===== src/rtl/gate_check_pkg.sv =====
// gate_check_pkg: shared state encoding and MISR polynomial for the gate response checker.
package gate_check_pkg;
  typedef enum logic [1:0] {IDLE, RUN, DRAIN, DONE} state_t;
  localparam logic [63:0] MISR_POLY64 = 64'h1B;
endpackage


===== src/rtl/gate_misr.sv =====
// gate_misr: multiple-input signature register folding one word per enabled cycle.
module gate_misr #(
  parameter int WIDTH = 64,
  parameter logic [WIDTH-1:0] POLY = '0
) (
  input  logic             clk,
  input  logic             rst,
  input  logic             clr,
  input  logic             en,
  input  logic [WIDTH-1:0] din,
  output logic [WIDTH-1:0] sig
);
  always_ff @(posedge clk or posedge rst)
    if (rst) sig <= '0;
    else if (clr) sig <= '0;
    else if (en) sig <= {sig[WIDTH-2:0], 1'b0} ^ (sig[WIDTH-1] ? POLY : '0) ^ din;
endmodule


===== src/rtl/gate_check.sv =====
// gate_check: 2-stage AND-gate response checker with error counting and first-failure capture.
// Optional MISR signature when GATE_CHECK_MISR_EN is defined; otherwise signature is tied to 0.
module gate_check
  import gate_check_pkg::*;
#(
  parameter int WIDTH = 64,
  parameter int CNT_W = 32
) (
  input  logic             clk,
  input  logic             rst,
  input  logic             start,
  input  logic [CNT_W-1:0] num_vec,
  input  logic             vld_in,
  input  logic [WIDTH-1:0] in1,
  input  logic [WIDTH-1:0] in2,
  input  logic [WIDTH-1:0] dut_out,
  output logic             busy,
  output logic             done,
  output logic             pass,
  output logic [CNT_W-1:0] vec_cnt,
  output logic [CNT_W-1:0] err_cnt,
  output logic [CNT_W-1:0] first_err_idx,
  output logic [WIDTH-1:0] first_err_exp,
  output logic [WIDTH-1:0] first_err_got,
  output logic [WIDTH-1:0] signature
);
  state_t           r_state;
  logic [CNT_W-1:0] r_num;
  logic             r_v1;
  logic [WIDTH-1:0] r_exp;
  logic [WIDTH-1:0] r_got;
  logic [CNT_W-1:0] r_idx;
  logic             w_start;
  logic             w_acc;
  logic             w_mis;
  assign w_start = start && (r_state == IDLE || r_state == DONE);
  assign w_acc   = r_state == RUN && vld_in && vec_cnt < r_num;
  assign w_mis   = r_v1 && r_exp != r_got;
  always_ff @(posedge clk or posedge rst)
    if (rst) begin
      r_state       <= IDLE;
      r_num         <= '0;
      r_v1          <= 1'b0;
      r_exp         <= '0;
      r_got         <= '0;
      r_idx         <= '0;
      busy          <= 1'b0;
      done          <= 1'b0;
      pass          <= 1'b0;
      vec_cnt       <= '0;
      err_cnt       <= '0;
      first_err_idx <= '0;
      first_err_exp <= '0;
      first_err_got <= '0;
    end else begin
      r_v1 <= w_acc;
      if (w_acc) begin
        r_exp   <= in1 & in2;
        r_got   <= dut_out;
        r_idx   <= vec_cnt;
        vec_cnt <= vec_cnt + 1'b1;
      end
      // err_cnt is zero only until the first mismatch of a run, so it doubles as the capture flag
      if (w_mis) begin
        err_cnt <= &err_cnt ? err_cnt : err_cnt + 1'b1;
        if (err_cnt == '0) begin
          first_err_idx <= r_idx;
          first_err_exp <= r_exp;
          first_err_got <= r_got;
        end
      end
      case (r_state)
        IDLE, DONE: if (start) begin
          r_num         <= num_vec;
          vec_cnt       <= '0;
          err_cnt       <= '0;
          first_err_idx <= '0;
          first_err_exp <= '0;
          first_err_got <= '0;
          busy          <= 1'b1;
          done          <= 1'b0;
          pass          <= 1'b0;
          r_state       <= num_vec == '0 ? DRAIN : RUN;
        end
        RUN: if (w_acc && vec_cnt + 1'b1 == r_num) r_state <= DRAIN;
        DRAIN: if (!r_v1) begin
          busy    <= 1'b0;
          done    <= 1'b1;
          pass    <= err_cnt == '0;
          r_state <= DONE;
        end
        default: r_state <= IDLE;
      endcase
    end
`ifdef GATE_CHECK_MISR_EN
  gate_misr #(.WIDTH(WIDTH), .POLY(WIDTH'(MISR_POLY64))) u_misr (
    .clk (clk),
    .rst (rst),
    .clr (w_start),
    .en  (r_v1),
    .din (r_got),
    .sig (signature)
  );
`else
  assign signature = '0;
`endif
endmodule


===== config.mk =====
export PLATFORM = sky130hd
export DESIGN_NAME = gate_check
export DESIGN_NICKNAME = d
export VERILOG_FILES = /design/src/rtl/gate_check_pkg.sv /design/src/rtl/gate_misr.sv /design/src/rtl/gate_check.sv
export SDC_FILE = /design/constraint.sdc
export NUM_CORES = 1
export LEC_CHECK = 0
export ABC_AREA = 1
export CAP_MARGIN = 10
export CORE_ASPECT_RATIO = 0.9
export CORE_UTILIZATION = 35
export DETAILED_ROUTE_END_ITERATION = 8
export GPL_ROUTABILITY_DRIVEN = 0
export MAX_ROUTING_LAYER = met4
export RECOVER_POWER = 100
export SYNTH_ARGS = -nofsm -noshare
export SYNTH_HDL_FRONTEND = slang
export SYNTH_HIERARCHICAL = 1
export SYNTH_SLANG_ARGS = --single-unit

===== constraint.sdc =====
create_clock -name clk -period 17.6 [get_ports clk]
set_clock_uncertainty 0.2 [all_clocks]
set_input_delay 2.64 -clock clk [delete_from_list [all_inputs] [get_ports clk]]
set_output_delay 2.64 -clock clk [all_outputs]
set_load 0.02 [all_outputs]

==> results.sh, run 1 <==
export IMPL_regToRegSetupSlack_ns=7.91
export IMPL_viasPerCell=4.854
export IMPL_fin_crit_sh=0.6041
export IMPL_die_y_um=234.4
export IMPL_path_max_fanout=96
export IMPL_setup_viol=0
export IMPL_root_buffer="clkbuf_16"
export IMPL_ys_types=36
export IMPL_yosys_warnings=6
export IMPL_cts_buffers=48
export IMPL_power_leakage_nw=13.19
export IMPL_synth_cells=2583
export IMPL_rr_startpoint="vec_cnt[1]$_DFF_PP0_"
export IMPL_drt_wl_total_um=65500
export IMPL_clk_pin_slew_ns=0.06
export IMPL_grt_max_degree=165
export IMPL_grt_overflow=0
export IMPL_fmax_ghz=0.09406
export IMPL_rsz0062_at_grt="false"
export IMPL_ys_seq_area_frac=0.5027
export IMPL_crit_path_start_kind="primary input"
export IMPL_area_growth_synth_to_final_pct=30.65
export IMPL_violations="max-capacitance violations, max-slew violations"
export IMPL_crit_slowest_cell="clkbuf_1"
export IMPL_min_path_type="reg -> reg"
export IMPL_slowest_delay_ns=3.14
export IMPL_grt_pass1_wl_um=99440
export IMPL_ios=519
export IMPL_detailed_place_hpwl_um=46530
export IMPL_drtPass1Iterations=6
export IMPL_cp_cell_sequence="dlygate4sd3_1, nand2_1, nor2_4, clkbuf_1, clkbuf_1, nand4_1, nand2_1, nand2_1, nand2_1, nand2_1"
export IMPL_hold_depth=2
export IMPL_postCtsSetupBuffers=0
export IMPL_drive_gt1_frac=0.04146
export IMPL_r2r_worst_path_cells=17
export IMPL_worst_path_most_repeated_cell="nand2_1"
export IMPL_ir_drop_uv=90.07
export IMPL_initial_core_util=0.3570
export IMPL_fillCellCount=5806
export IMPL_postSynthAreaPerCell_um2=8.134
export IMPL_clk_insertion_delay_late_ns=0.58
export IMPL_slew_violations=754
export IMPL_core_mm2=0.05886
export IMPL_max_cap_viol_count=8
export IMPL_cts_tree="yes"
export IMPL_ctsHoldBuffers=0
export IMPL_worstPathArrival_ns=10.89
export IMPL_drc=0
export IMPL_tightest_slew_ns=5.964
export IMPL_fin_area_mm2=0.02745
export IMPL_postRouteAntennaNets=0
export IMPL_drtIter0Drc=1234
export IMPL_timing_final_hold_violations=0
export IMPL_synth_seq_cells=422
export IMPL_wl_per_cell_um=17.25
export IMPL_dr_total_vias=18435
export IMPL_required_ns=17.86
export IMPL_period_minus_slack_ns=10.63
export IMPL_htreeDepth=2
export IMPL_status="finished, violations left"
export IMPL_antenna_found_initial=7
export IMPL_critPathCaptureType="flop"
export IMPL_die_area_mm2=0.06101
export IMPL_die_w_um=260.3
export IMPL_nets=3244
export IMPL_dpl_cell_area_mm2=0.02589
export IMPL_power_density_mw_per_mm2=141.7
export IMPL_synthesis_area_mm2=0.02101
export IMPL_grt_usage=0.2142
export IMPL_reg2reg_to="r_state[1]$_DFFE_PP0P_"
export IMPL_min_to="r_idx[14]$_DFFE_PP0N_"
export IMPL_port_buffers=454
export IMPL_num_rows=84
export IMPL_clock_sinks=422
export IMPL_cts_repair_resized=0
export IMPL_min_from="r_idx[14]$_DFFE_PP0N_"
export IMPL_tns_ns=0
export IMPL_grt_pass1_vias=17470
export IMPL_relSlewSlack=-2.998
export IMPL_clk_path_buf_depth=3
export IMPL_worstSetupPathType="in -> reg"
## cells in the final DEF (no fill, tap or decap), drive strengths merged, types with 4 or more instances in the layout
cell type      instances
clkdlybuf4s50        224
inv                  295
xor2                  50
diode                  9
buf                    4
dlygate4sd3          230
clkbuf                82
dfrtp                422
o21ai                305
nor4                  21
nand3                157
conb                  64
a31oi                  6
nor3                  25
clkinv                 8
nand2                656
ha                    37
a21oi                215
xnor2                 38
nor2                 132
or2                    4
nand4                 29
## cell usage after synthesis, drive strengths merged
cell      n  area [µm²]
clkbuf   77       289.0
buf     105       703.2
nand3b    1       7.510
xor2     50       437.9
o211ai    1       7.510
o21bai    1       7.510
nor2    132       606.8
ha       37       462.9
nor4     21       131.4
nor3b     1       7.510
and2      2       12.51
inv     295        1107
xnor3     1       22.52
nor3     25       140.1
a22o      1       8.760
a21oi   215        1076
or2       4       25.02
dfrtp   422       10560
conb      1       3.750
o21ai   305        1526
nand3   157       795.8
nand4    29       181.4
a31oi     6       37.54
nand2   656        2517
xnor2    38       332.8
## flip-flops by register name, summed over array words and instances, names as in the netlist
name / cells
busy: 1
done: 1
err_cnt: 32
first_err_exp: 64
first_err_got: 64
first_err_idx: 32
pass: 1
r_exp: 64
r_got: 64
r_idx: 32
r_num: 32
r_state: 2
r_v1: 1
vec_cnt: 32
## how the worst max path moves through the flow
stage	cells after the start	start	slack, ns	to
final	10	vld_in	6.97	r_state[1]$_DFFE_PP0P_
after global routing	4	rst	6.19	err_cnt[12]$_DFF_PP0_
after CTS	10	vld_in	12.08	r_state[1]$_DFFE_PP0P_
after detailed placement	10	vld_in	11.44	r_state[1]$_DFFE_PP0P_
after global placement	10	vld_in	11.58	r_state[1]$_DFFE_PP0P_
after floorplan	1	rst	3.01	busy$_DFFE_PP0P_
## through the flow
step	power, mW	utilization	hold slack, ns	std cells	worst slack (ns)
3_5_place_dp	2.893	0.4400	0.2656	3703	11.44
4_1_cts	3.914	0.4667	0.2806	3789	12.08
5_1_grt	4.181	0.4663	0.3024	3796	6.185
6_report	3.890	0.4664	0.2794	3798	6.968
2_1_floorplan	2.394	-	0.2367	2646	3.012
3_3_place_gp	2.846	0.4400	0.2638	3703	11.58
## critical path: cells and delay by family
kind	cells	cell delay, ns
and+or+nand+nor	7	1.30
buffers and inverters	3	6.67
## area by class of cell
class                      instances  area [µm²]  area share
antenna                            9       22.52   0.0008205
timing repair buffer             465        4613      0.1681
clock buffer                      75        1454     0.05297
inverter                         295        1114     0.04057
sequential                       422       10560      0.3847
tap                              774       968.4     0.03528
clock inverter                    11       120.1    0.004376
multi-input combinational       1747        8597      0.3132
## kinds of logic (layout without fill, tap and decap cells)
kind of cell / after synthesis / in the layout / share of synthesized area
fa+ha+maj: 37 / 37 / 0.02204
other cells: 1 / 73 / 0.0001785
simple gates: 1028 / 1028 / 0.2106
xor+xnor: 89 / 89 / 0.03776
buf+inv: 477 / 846 / 0.09993
flops: 422 / 422 / 0.5027
compound gates: 529 / 529 / 0.1268
## where the power goes
group | total [mW] | internal (mW) | switching [mW]
logic | 1.40 | 0.543 | 0.854
clock network | 1.00 | 0.595 | 0.407
registers | 1.49 | 1.23 | 0.261
total | 3.89 | 2.37 | 1.52
## metal layers
metal | part of all wire | vias to the layer above | track usage
li1 | - | 9007 | -
met1 | 0.44 | 8774 | 0.2809
met2 | 0.46 | 560 | 0.3317
met3 | 0.073 | 94 | 0.04856
met4 | 0.022 | 0 | 0.06086
met5 | 0 | - | -
No activity file was read; power rests on OpenSTA's default activity.
==> run 2, diff against run 1 <==
clock period = 8.5 ns   (was 17.6 ns; I/O delays follow)
==> run 2 against run 1 <==
Compared with the run above: the run still ends with max-capacitance violations, max-slew violations left; global-route usage rose by 0.098 points; final cell count is essentially flat; critical path depth increased by 6; sequential share of layout area fell by 0.30 points; total power rose by 110%; cell area grew 0.79%; first-iteration DRC count rose by 15%; register-to-register slack got worse by 5.1 ns; via count rose by 0.43%; non-clock buffer count is the same; clock-buffer cell count is 13 lower; largest cell class unchanged; highest routed layer unchanged.
==> results.sh, run 2 (same netlist as run 1, synthesis figures left out) <==
export IMPL_fillCellCount=5698
export IMPL_die_area_mm2=0.06101
export IMPL_cts_repair_resized=0
export IMPL_tns_ns=0
export IMPL_fmax_ghz=0.1748
export IMPL_dr_total_vias=18515
export IMPL_final_common_cell="nand2_1"
export IMPL_num_rows=84
export IMPL_cp_top_family="buffers and inverters"
export IMPL_detailed_place_hpwl_um=46380
export IMPL_status="finished, violations left"
export IMPL_cts_buffers=48
export IMPL_drt_wl_total_um=64980
export IMPL_fin_area_mm2=0.02767
export IMPL_crit_path_start_kind="flop"
export IMPL_grt_overflow=0
export IMPL_instances_no_fill=3797
export IMPL_postRouteAntennaNets=0
export IMPL_min_path_type="reg -> reg"
export IMPL_ff_latch_area_mm2=0.01056
export IMPL_die_w_um=260.3
export IMPL_mostFrequentLayoutCells="nand2_1 (639), dfrtp_1 (422), o21ai_0 (300)"
export IMPL_clock_sinks=422
export IMPL_viasPerCell=4.876
export IMPL_relSlewSlack=-1.174
export IMPL_ctsHoldBuffers=0
export IMPL_worstSetupPathType="reg -> reg"
export IMPL_power_density_mw_per_mm2=296.5
export IMPL_dp_cells=3703
export IMPL_area_growth_synth_to_final_pct=31.68
export IMPL_drive_gt1_frac=0.04541
export IMPL_port_buffers=454
export IMPL_antenna_found_initial=4
export IMPL_cp_cell_sequence="inv_1, ha_1, inv_1, a21oi_1, o21ai_0, nand2_1, nand3_1, nand2_1, nand2_1, nand2_1, nand2_1, nor2_1, inv_6, clkbuf_2, o21ai_0, a21oi_1"
export IMPL_rsz0062_at_grt="false"
export IMPL_worstPathArrival_ns=5.90
export IMPL_ir_drop_uv=183.4
export IMPL_path_max_fanout=109
export IMPL_drc=0
export IMPL_clk_path_buf_depth=3
export IMPL_required_ns=8.68
export IMPL_setup_viol=0
export IMPL_drtPass1Iterations=5
export IMPL_postLayoutSetupSlackWorst_ns=2.780
export IMPL_worst_path_most_repeated_cell="nand2_1"
export IMPL_dp_slack_ns=4.322
export IMPL_dpl_cell_area_mm2=0.02592
export IMPL_slew_violations=235
export IMPL_grt_max_degree=174
export IMPL_postCtsSetupBuffers=0
export IMPL_crit_buf_inv=4
export IMPL_wl_per_cell_um=17.11
export IMPL_grt_usage=0.2152
export IMPL_root_buffer="clkbuf_16"
export IMPL_htreeDepth=2
export IMPL_clk_pin_slew_ns=0.06
export IMPL_clk_insertion_delay_late_ns=0.58
export IMPL_timing_final_hold_violations=0
export IMPL_die_y_um=234.4
export IMPL_fin_crit_sh=0.6730
export IMPL_cts_tree="yes"
export IMPL_max_cap_viol_count=4
export IMPL_tightest_slew_ns=3.261
export IMPL_slowest_delay_ns=1.24
export IMPL_crit_slowest_cell="clkbuf_2"
export IMPL_multiInputGateArea_mm2=0.008594
export IMPL_nets=3244
export IMPL_postLayoutCoreUtil=0.4700
export IMPL_initial_core_util=0.3570
export IMPL_critPathCaptureType="flop"
export IMPL_grt_pass1_wl_um=100300
export IMPL_violations="max-capacitance violations, max-slew violations"
export IMPL_ios=519
export IMPL_grt_pass1_vias=17885
export IMPL_drtIter0Drc=1418
export IMPL_period_minus_slack_ns=5.720
export IMPL_power_leakage_nw=13.30
export IMPL_core_mm2=0.05886
==> run 2: cell count changes in the layout (fill, tap and decap cells not counted), sizes merged, moves of 2 or more <==
cell      delta
clkbuf      -16
buf          +3
clkinvlp     +3
clkinv       +2
diode        -3
bufinv       +9
==> run 2: path summary, 6_finish.rpt <==
kind | from | end | slack, ns | depth (start not counted)
min in group asynchronous | rst | first_err_got[52]$_DFF_PP0_ | 1.25 | 2
max in group asynchronous | rst | first_err_got[20]$_DFF_PP0_ | 3.35 | 4
worst min register to register | r_idx[2]$_DFFE_PP0N_ | r_idx[2]$_DFFE_PP0N_ | 0.27 | 2
worst max register to register | vec_cnt[0]$_DFF_PP0_ | vec_cnt[12]$_DFF_PP0_ | 2.78 | 16
worst min-delay path | r_idx[2]$_DFFE_PP0N_ | r_idx[2]$_DFFE_PP0N_ | 0.27 | 2
worst max-delay path | vec_cnt[0]$_DFF_PP0_ | vec_cnt[12]$_DFF_PP0_ | 2.78 | 16
==> run 2: area by class of cell <==
class                           count  area share
Sequential cell                   422      0.3817
Multi-Input combinational cell   1747      0.3107
Timing Repair Buffer              465      0.1681
Clock buffer                       62     0.04826
Inverter                          295     0.04025
Tap cell                          774     0.03501
Clock inverter                     26     0.01547
Antenna cell                        6   0.0005427
==> run 2: through the flow <==
stage | power [mW] | hold slack, ns
CTS | 8.326 | 0.2729
global route | 8.824 | 0.2952
global placement | 5.882 | 0.2521
finish | 8.203 | 0.2703
floorplan | 4.959 | 0.2367
detailed placement | 5.967 | 0.2567
==> run 2: power by group <==
part           internal, mW  leakage [nW]  switching (mW)
combinational          1.05          6.82            1.76
sequential             2.55          5.62           0.529
clock                  1.44         0.860           0.871
total                  5.04          13.3            3.16
==> run 2: worst min-delay path: stages (launching register included) <==
cell and delay (ns):
dfrtp_1 0.34, nand2_1 0.05, nand2_1 0.04
==> run 2: routing by layer <==
| layer | global-route usage | routed length [µm] | share of wire | up-vias |
|---|---|---|---|---|
| li1 | - | - | - | 8995 |
| met1 | 0.2872 | 29540 | 0.45 | 8849 |
| met2 | 0.3335 | 29680 | 0.46 | 584 |
| met3 | 0.03994 | 4159 | 0.064 | 87 |
| met4 | 0.06250 | 1606 | 0.025 | 0 |
| met5 | - | 0 | 0 | - |
